**src/rtl/uart_pkg.sv**
```systemverilog
// Shared UART definitions: transmitter state encoding, parity selectors and the
// baud divider helper used by both tx and rx engines.
package uart_pkg;

  typedef enum logic [2:0] {
    TX_IDLE,
    TX_START,
    TX_DATA,
    TX_PARITY,
    TX_STOP
  } tx_state_t;

  localparam int PAR_NONE = 0;
  localparam int PAR_ODD  = 1;
  localparam int PAR_EVEN = 2;

  // Clocks per bit, truncated toward zero.
  function automatic int calc_div(input longint clk_freq, input longint baud);
    return int'(clk_freq / baud);
  endfunction

endpackage

```
**src/rtl/uart_baud_gen.sv**
```systemverilog
// Bit-period timer: counts 0..DIV-1 while enabled and flags the last clock of each
// bit period. A clear restarts the period at 0.
module uart_baud_gen #(
  parameter int DIV = 2
) (
  input  logic i_clk,
  input  logic i_rst,
  input  logic i_clr,
  input  logic i_en,
  output logic o_tick
);

  localparam int CW = $clog2(DIV);
  localparam logic [CW-1:0] LAST = CW'(DIV - 1);

  logic [CW-1:0] r_count;

  always_ff @(posedge i_clk or posedge i_rst) begin
    if (i_rst) begin
      r_count <= '0;
    end else if (i_clr) begin
      r_count <= '0;
    end else if (i_en) begin
      r_count <= (r_count == LAST) ? '0 : r_count + 1'b1;
    end
  end

  assign o_tick = i_en && (r_count == LAST);

endmodule

```
**src/rtl/uart_tx_engine.sv**
```systemverilog
// Parametrised UART transmitter (start, DATA_BITS LSB first, optional parity, 1/2 stop).
// Define UART_TX_FIFO_EN to place a FIFO_DEPTH-entry queue in front of the serialiser.
//
// Handshake: a word moves on a rising edge where i_tx_valid and o_tx_ready are both 1;
// i_tx_data is only looked at on that edge, and o_tx_ready never depends on i_tx_valid.
module uart_tx_engine
  import uart_pkg::*;
#(
  parameter int CLK_FREQ   = 50_000_000,
  parameter int BAUD       = 115_200,
  parameter int DATA_BITS  = 8,
  parameter int PARITY     = 0,
  parameter int STOP_BITS  = 1,
  parameter int FIFO_DEPTH = 16
) (
  input  logic                          i_clk,
  input  logic                          i_rst,
  input  logic                          i_tx_valid,
  input  logic [DATA_BITS-1:0]          i_tx_data,
  output logic                          o_tx_ready,
  output logic                          o_tx_busy,
  output logic                          o_tx_done,
  output logic                          o_tx_pin_out,
`ifdef UART_TX_FIFO_EN
  output logic [$clog2(FIFO_DEPTH):0]   o_tx_fifo_count,
`endif
  output logic [2:0]                    o_dbg_state
);

  localparam int DIV = calc_div(CLK_FREQ, BAUD);
  localparam int BIW = 4;
  localparam logic [BIW-1:0] LAST_BIT = BIW'(DATA_BITS - 1);
  localparam logic HAS_PAR  = (PARITY != PAR_NONE);
  localparam logic TWO_STOP = (STOP_BITS == 2);

  if (DIV < 2) begin : g_bad_div
    $error("uart_tx_engine: CLK_FREQ/BAUD must be at least 2");
  end
  if (DATA_BITS < 5 || DATA_BITS > 9) begin : g_bad_data_bits
    $error("uart_tx_engine: DATA_BITS must be 5..9");
  end
  if (PARITY < PAR_NONE || PARITY > PAR_EVEN) begin : g_bad_parity
    $error("uart_tx_engine: PARITY must be 0, 1 or 2");
  end
  if (STOP_BITS < 1 || STOP_BITS > 2) begin : g_bad_stop
    $error("uart_tx_engine: STOP_BITS must be 1 or 2");
  end
  if (FIFO_DEPTH < 2 || (FIFO_DEPTH & (FIFO_DEPTH - 1)) != 0) begin : g_bad_depth
    $error("uart_tx_engine: FIFO_DEPTH must be a power of 2, at least 2");
  end

  tx_state_t            r_state;
  tx_state_t            w_next;
  logic [DATA_BITS-1:0] r_shift;
  logic                 r_par;
  logic [BIW-1:0]       r_bit_idx;
  logic                 r_stop_idx;
  logic                 r_rdy_en;
  logic                 w_tick;
  logic                 w_load;
  logic                 w_done;
  logic [DATA_BITS-1:0] w_load_data;

  assign w_done = (r_state == TX_STOP) && w_tick && (r_stop_idx == TWO_STOP);

`ifdef UART_TX_FIFO_EN
  localparam int AW = $clog2(FIFO_DEPTH);

  logic [DATA_BITS-1:0] r_mem [FIFO_DEPTH];
  logic [AW-1:0]        r_wr_ptr;
  logic [AW-1:0]        r_rd_ptr;
  logic [AW:0]          r_count;
  logic                 w_full;
  logic                 w_push;

  assign w_full      = (r_count == (AW+1)'(FIFO_DEPTH));
  assign o_tx_ready  = r_rdy_en && !w_full;
  assign w_push      = i_tx_valid && o_tx_ready;
  // Popping in the tx_done cycle lets queued frames follow with no idle bit.
  assign w_load      = r_rdy_en && (r_count != '0) && ((r_state == TX_IDLE) || w_done);
  assign w_load_data = r_mem[r_rd_ptr];
  assign o_tx_fifo_count = r_count;

  always_ff @(posedge i_clk) begin
    if (w_push) begin
      r_mem[r_wr_ptr] <= i_tx_data;
    end
  end

  always_ff @(posedge i_clk or posedge i_rst) begin
    if (i_rst) begin
      r_wr_ptr <= '0;
      r_rd_ptr <= '0;
      r_count  <= '0;
    end else begin
      if (w_push) r_wr_ptr <= r_wr_ptr + 1'b1;
      if (w_load) r_rd_ptr <= r_rd_ptr + 1'b1;
      case ({w_push, w_load})
        2'b10:   r_count <= r_count + 1'b1;
        2'b01:   r_count <= r_count - 1'b1;
        default: r_count <= r_count;
      endcase
    end
  end
`else
  assign o_tx_ready  = r_rdy_en && (r_state == TX_IDLE);
  assign w_load      = i_tx_valid && o_tx_ready;
  assign w_load_data = i_tx_data;
`endif

  uart_baud_gen #(
    .DIV(DIV)
  ) u_baud (
    .i_clk (i_clk),
    .i_rst (i_rst),
    .i_clr (w_load),
    .i_en  (r_state != TX_IDLE),
    .o_tick(w_tick)
  );

  always_ff @(posedge i_clk or posedge i_rst) begin
    if (i_rst) begin
      r_state <= TX_IDLE;
    end else begin
      r_state <= w_next;
    end
  end

  always_comb begin
    w_next = r_state;
    case (r_state)
      TX_IDLE:   if (w_load) w_next = TX_START;
      TX_START:  if (w_tick) w_next = TX_DATA;
      TX_DATA:   if (w_tick && (r_bit_idx == LAST_BIT)) w_next = HAS_PAR ? TX_PARITY : TX_STOP;
      TX_PARITY: if (w_tick) w_next = TX_STOP;
      TX_STOP:   if (w_done) w_next = w_load ? TX_START : TX_IDLE;
      default:   w_next = TX_IDLE;
    endcase
  end

  always_comb begin
    o_tx_pin_out = 1'b1;
    case (r_state)
      TX_START:  o_tx_pin_out = 1'b0;
      TX_DATA:   o_tx_pin_out = r_shift[0];
      TX_PARITY: o_tx_pin_out = r_par;
      default:   o_tx_pin_out = 1'b1;
    endcase
  end

  // r_rdy_en keeps ready low for the first clock after reset is released.
  always_ff @(posedge i_clk or posedge i_rst) begin
    if (i_rst) begin
      r_shift    <= '0;
      r_par      <= 1'b0;
      r_bit_idx  <= '0;
      r_stop_idx <= 1'b0;
      r_rdy_en   <= 1'b0;
    end else begin
      r_rdy_en <= 1'b1;
      if (w_load) begin
        r_shift    <= w_load_data;
        r_par      <= (PARITY == PAR_EVEN) ? ^w_load_data : ~^w_load_data;
        r_bit_idx  <= '0;
        r_stop_idx <= 1'b0;
      end else if (w_tick) begin
        if (r_state == TX_DATA) begin
          r_shift   <= r_shift >> 1;
          r_bit_idx <= r_bit_idx + 1'b1;
        end
        if (r_state == TX_STOP) begin
          r_stop_idx <= ~r_stop_idx;
        end
      end
    end
  end

  assign o_tx_busy   = (r_state != TX_IDLE);
  assign o_tx_done   = w_done;
  assign o_dbg_state = r_state;

endmodule
```
**config.mk**
```make
export PLATFORM = sky130hd
export DESIGN_NAME = uart_tx_engine
export DESIGN_NICKNAME = d
export VERILOG_FILES = /design/src/rtl/uart_pkg.sv /design/src/rtl/uart_baud_gen.sv /design/src/rtl/uart_tx_engine.sv
export SDC_FILE = /design/constraint.sdc
export NUM_CORES = 1
export LEC_CHECK = 0
export ABC_AREA = 1
export BUFFER_PORTS_ARGS = -buffer_cell sky130_fd_sc_hd__buf_4
export CAP_MARGIN = 10
export CORE_MARGIN = 1.5
export CORE_UTILIZATION = 23
export CTS_CLUSTER_DIAMETER = 120
export DETAILED_ROUTE_END_ITERATION = 7
export SKIP_CTS_REPAIR_TIMING = 1
export SLEW_MARGIN = 15
export SYNTH_ARGS = -nofsm -noshare
export SYNTH_HDL_FRONTEND = slang
export SYNTH_HIERARCHICAL = 1
export SYNTH_SLANG_ARGS = --single-unit
```
**constraint.sdc**
```tcl
create_clock -name i_clk -period 3.2 [get_ports i_clk]
set_clock_uncertainty 0.2 [all_clocks]
set_input_delay 0.64 -clock i_clk [delete_from_list [all_inputs] [get_ports i_clk]]
set_output_delay 0.64 -clock i_clk [all_outputs]
set_load 0.02 [all_outputs]
```
# After elaboration in Yosys (flattened, before gate mapping)
# Cells that the tools add are included.
# W data, S select, Z words.
# totals
out_inout_bits,7
wordCells,57
inputBits,11
regBits,27
# op_classes
eq_ne,11
n_reduce_logical,16
mux,20
bitwise_logic,1
add_sub_neg,2
# ops
cell,count
$mux W9,3
$mux W8,3
$mux W3,5
$pmux W3 S5,1
$mux W4,3
$ne A2 B2 Y1 const B,5
$add A9 B1 Y9 const B,1
$eq A9 B9 Y1 const B,1
$reduce_bool A2 Y1,4
$reduce_xnor A8 Y1,1
$eq A3 B2 Y1 const B,2
$logic_and A1 B1 Y1,6
$reduce_and A5 Y1,1
$add A4 B1 Y4 const B,1
$eq A4 B3 Y1 const B,1
$mux W1,4
$reduce_and A2 Y1,2
$eq A3 B1 Y1 const B,1
$eq A3 B3 Y1 const B,1
$logic_not A3 Y1,1
$pmux W1 S3,1
$reduce_bool A3 Y1,1
$not A1 Y1,1

# Logic depth before layout (Yosys ltp)
# logic_depth
depth_word,6
ltp_mapped,13
depth_no_buf,13

# Cells and area by module
# Netlist, hierarchy kept.
# by_module_without_submodules
module,cells_per_inst,n_inst,seq_area_each_um2,area_per_inst_um2
uart_tx_engine,165,1,450.4,1183.6
uart_baud_gen,85,1,225.2,604.3

# Worst setup path after synthesis
# No wires, ideal clock.
# synth_path
path_type,flip-flop to output port
start,"register r_state[0], in the netlist o_dbg_state[0]"
end,output o_tx_done
t_required_ns,2.360
slack_ns,0.931
n_path_buf,0
path_stages_with_launch,7
arrival_ns,1.429
cell_sequence,dfrtp_1 -> nor2_4 -> nand2_4 -> nand3_2 -> inv_1 -> inv_1 -> nor3_2
# synth_between
elab_chain_cells,4
word_cells_on_any_way,5
cone_classes,eq/ne (1); reduce/logical (4)
# synth_rtl
element,line_no,text
"start, declared",uart_tx_engine.sv:52,tx_state_t r_state;
"start signal, assigned",uart_tx_engine.sv:125,r_state <= w_next;
$reduce_bool A3 Y1,n/a,
named net o_tx_busy,uart_tx_engine.sv:21,"output logic o_tx_busy,"
$logic_and A1 B1 Y1,uart_baud_gen.sv:28,assign o_tick = i_en && (r_count == LAST);
named net w_tick,uart_tx_engine.sv:59,logic w_tick;
$logic_and A1 B1 Y1 (2 in series),uart_tx_engine.sv:64,assign w_done = (r_state == TX_STOP) && w_tick && (r_stop_idx == TWO_STOP);
"end, declared",uart_tx_engine.sv:22,"output logic o_tx_done,"
# The timed path passes the listed nets, and every way through them passes these cells.

# Worst setup path after layout
# layout_path
start,register u_baud.r_count[1]
end,output o_tx_done
# layout_between
elab_chain_cells,4
# layout_rtl
element,line_no,text
"start, declared",uart_baud_gen.sv:16,logic [CW-1:0] r_count;
"start signal, assigned",uart_baud_gen.sv:24,r_count <= (r_count == LAST) ? '0 : r_count + 1'b1;
$eq A9 B9 Y1,uart_baud_gen.sv:28,
$logic_and A1 B1 Y1,uart_baud_gen.sv:28,
named net w_tick,uart_tx_engine.sv:59,
$logic_and A1 B1 Y1 (2 in series),uart_tx_engine.sv:64,
# The timed path passes the listed nets, and every way through them passes these cells.

==> results.sh <==
export IMPL_grt_overflow=0
export IMPL_path_clk_slew_ns=0.10
export IMPL_cts_buffers=3
export IMPL_final_cells=367
export IMPL_fin_util_pct=27.96
export IMPL_timing_rr_end="r_shift[2]"
export IMPL_ys_ff_latch=27
export IMPL_drtPass1Iterations=4
export IMPL_place_ws_ns=0.8377
export IMPL_viasPerCell=4.079
export IMPL_routedWlPerCell_um=9.564
export IMPL_cts_tree="built"
export IMPL_wl_mm=3.510
export IMPL_clkSinkCount=27
export IMPL_seq_area_frac_synth_pct=37.79
export IMPL_fin_area_mm2=0.002061
export IMPL_slew_viol_final=0
export IMPL_worstPathRequired_ns=2.36
export IMPL_dpl_hpwl_mm=2.710
export IMPL_path_max_fanout=4
export IMPL_period_needed_ns=2.677
export IMPL_gp_congestion=0.7783
export IMPL_finalSetupViolCount=0
export IMPL_vias=1497
export IMPL_fin_setup_tns_ns=0
export IMPL_status="finished clean"
export IMPL_hold_violations=0
export IMPL_clock_root_buffer="clkbuf_8"
export IMPL_grt_pass1_wl_mm=6.327
export IMPL_antenna_found_initial=0
export IMPL_grt_pass1_vias=1487
export IMPL_crit_path_start_kind="flop"
export IMPL_gr_usage_all_layers_pct=9.303
export IMPL_max_freq_mhz=373.5
export IMPL_dp_cells=363
export IMPL_coreArea_mm2=0.007370
export IMPL_min_path_type="primary input to asynchronous set/reset pin"
export IMPL_cellLeakagePower_nw=1.079
export IMPL_yosysUniqueCellTypes=28
export IMPL_nets=283
export IMPL_placed_cell_area_mm2=0.002012
export IMPL_critPathKind="flop to primary output"
export IMPL_cts_htree_levels=1
export IMPL_period_share_pct=83.66
export IMPL_syn_to_final_growth_pct=15.26
export IMPL_netlist_area_mm2=0.001788
export IMPL_synth_avg_cell_area_um2=7.152
export IMPL_ioPinCount=18
export IMPL_num_antenna_cells=0
export IMPL_rrSetupSlack_ns=0.84
export IMPL_design_die_area_mm2=0.008312
export IMPL_drc=0
export IMPL_worst_pin_slew_ns=0.7069
export IMPL_drive_gt1_share_pct=17.91
export IMPL_setup_ws_ns=0.5228
export IMPL_ir_drop_mv=0.1907
export IMPL_synth_warnings=6
export IMPL_rsz0062_at_grt="no"
export IMPL_start_util_pct=24.26
export IMPL_crit_arrival_ns=1.84
export IMPL_grt_max_degree=19
export IMPL_timing_rr_start="u_baud/r_count[1]"
export IMPL_rr_worst_depth=13
export IMPL_clock_path_buffers=2
export IMPL_slew_limit_headroom_pct=52.82
export IMPL_drt_iter0_drc=67
export IMPL_startpoint="u_baud/r_count[1]"
export IMPL_p_total_mw=1.320
export IMPL_die_y_um=91.17
export IMPL_end_kind="primary output"
export IMPL_synth_nets=264
export IMPL_powerDensity_mw_per_mm2=640.6
export IMPL_worstSkewPairLatency_ns=0.28
export IMPL_hold_ws_ns=0.1240
export IMPL_numPortBuffers=17
export IMPL_synthCells=250
export IMPL_num_rows=31
export IMPL_die_x_um=91.17
export IMPL_maxCapViolations=0
export IMPL_ant_nets=0
-- logic make-up after synthesis --
logic type / after synthesis / share of synthesized area, %
adder cells (fa/ha/maj): 3 / 2.100
flip-flops: 27 / 37.79
other: 1 / 0.2097
buffers and inverters: 41 / 9.657
AO/OA/AOI/OAI: 13 / 4.128
XOR/XNOR: 7 / 3.429
AND/OR/NAND/NOR: 158 / 42.69
-- per-layer routing --
layer | GRT usage, % | part of all wire, % | vias up
met5 | 0 | 0 | -
met4 | 3.125 | 0.94 | 0
met3 | 2.010 | 2.5 | 2
met2 | 16.11 | 47 | 20
met1 | 11.35 | 50 | 683
li1 | - | - | 792
-- critical path, cell delays in order (launching register included) --
cell and delay, ns:
dfrtp_1 0.43, inv_1 0.07, ha_1 0.13, nand2_1 0.05, nor2_2 0.17, nand3_2 0.13, inv_1 0.11, inv_1 0.09
nor3_2 0.21, buf_4 0.18
-- how the worst max path moves through the flow --
stage                     cells past startpoint   endpoint  slack [ns]
after floorplan                               6  o_tx_done        0.93
after detailed placement                      9  o_tx_done        0.84
final                                         9  o_tx_done        0.52
after global routing                          9  o_tx_done        0.37
after CTS                                     9  o_tx_done        0.50
after global placement                        9  o_tx_done        0.90
-- synth_stat cells (all sizes together) --
| cell type | n | share of area, % |
|---|---|---|
| nand2 | 108 | 24 |
| inv | 38 | 8.1 |
| dfrtp | 27 | 38 |
| nor2 | 26 | 8.2 |
| nand3 | 16 | 6.4 |
| o21ai | 7 | 2.0 |
| xor2 | 5 | 2.4 |
| a21oi | 4 | 1.3 |
| nand3b | 4 | 1.7 |
| buf | 3 | 1.5 |
| ha | 3 | 2.1 |
| nand4 | 2 | 0.70 |
| nor3 | 2 | 1.5 |
| o211ai | 2 | 0.84 |
| xnor2 | 2 | 0.98 |
| conb | 1 | 0.21 |
-- layout make-up --
cell class              count  area [um2]
clock inverters             1       7.507
multi-input cells         182       939.7
clock buffers               3       41.29
fillers                   818        5309
inverters                  38       145.1
repair buffers             17       127.6
well taps                  99       123.9
flip-flops and latches     27       675.6
-- placed cells by master (no fill, tap or decap) --
| cell | count |
|---|---|
| nand2_1 | 103 |
| inv_1 | 36 |
| dfrtp_1 | 27 |
| buf_4 | 17 |
| nor2_1 | 16 |
| nand3_1 | 9 |
| nor2_2 | 7 |
| nand3_2 | 7 |
| o21ai_0 | 6 |
| xor2_1 | 5 |
| nand3b_1 | 4 |
| nand2_4 | 3 |
| a21oi_1 | 3 |
| ha_1 | 3 |
| clkbuf_8 | 3 |
| nor2_4 | 2 |
| o211ai_1 | 2 |
| xnor2_1 | 2 |
| nand4_1 | 2 |
| nand2_2 | 2 |
| inv_2 | 1 |
| nor2_8 | 1 |
| inv_4 | 1 |
| nor3_4 | 1 |
| nor3_2 | 1 |
| o21ai_1 | 1 |
| clkinvlp_4 | 1 |
| conb_1 | 1 |
| a21oi_2 | 1 |
-- state kept, by name, indices dropped and copies added, names as in the netlist --
| name | cells |
|---|---|
| o_dbg_state | 3 |
| r_bit_idx | 4 |
| r_par | 1 |
| r_rdy_en | 1 |
| r_shift | 8 |
| r_stop_idx | 1 |
| u_baud/r_count | 9 |
-- where the power goes --
group	total [mW]	internal, mW	switching [mW]
clock	0.203	0.0885	0.115
sequential	0.536	0.444	0.0912
combinational	0.581	0.213	0.368
Power figures use the tool's default switching activity.
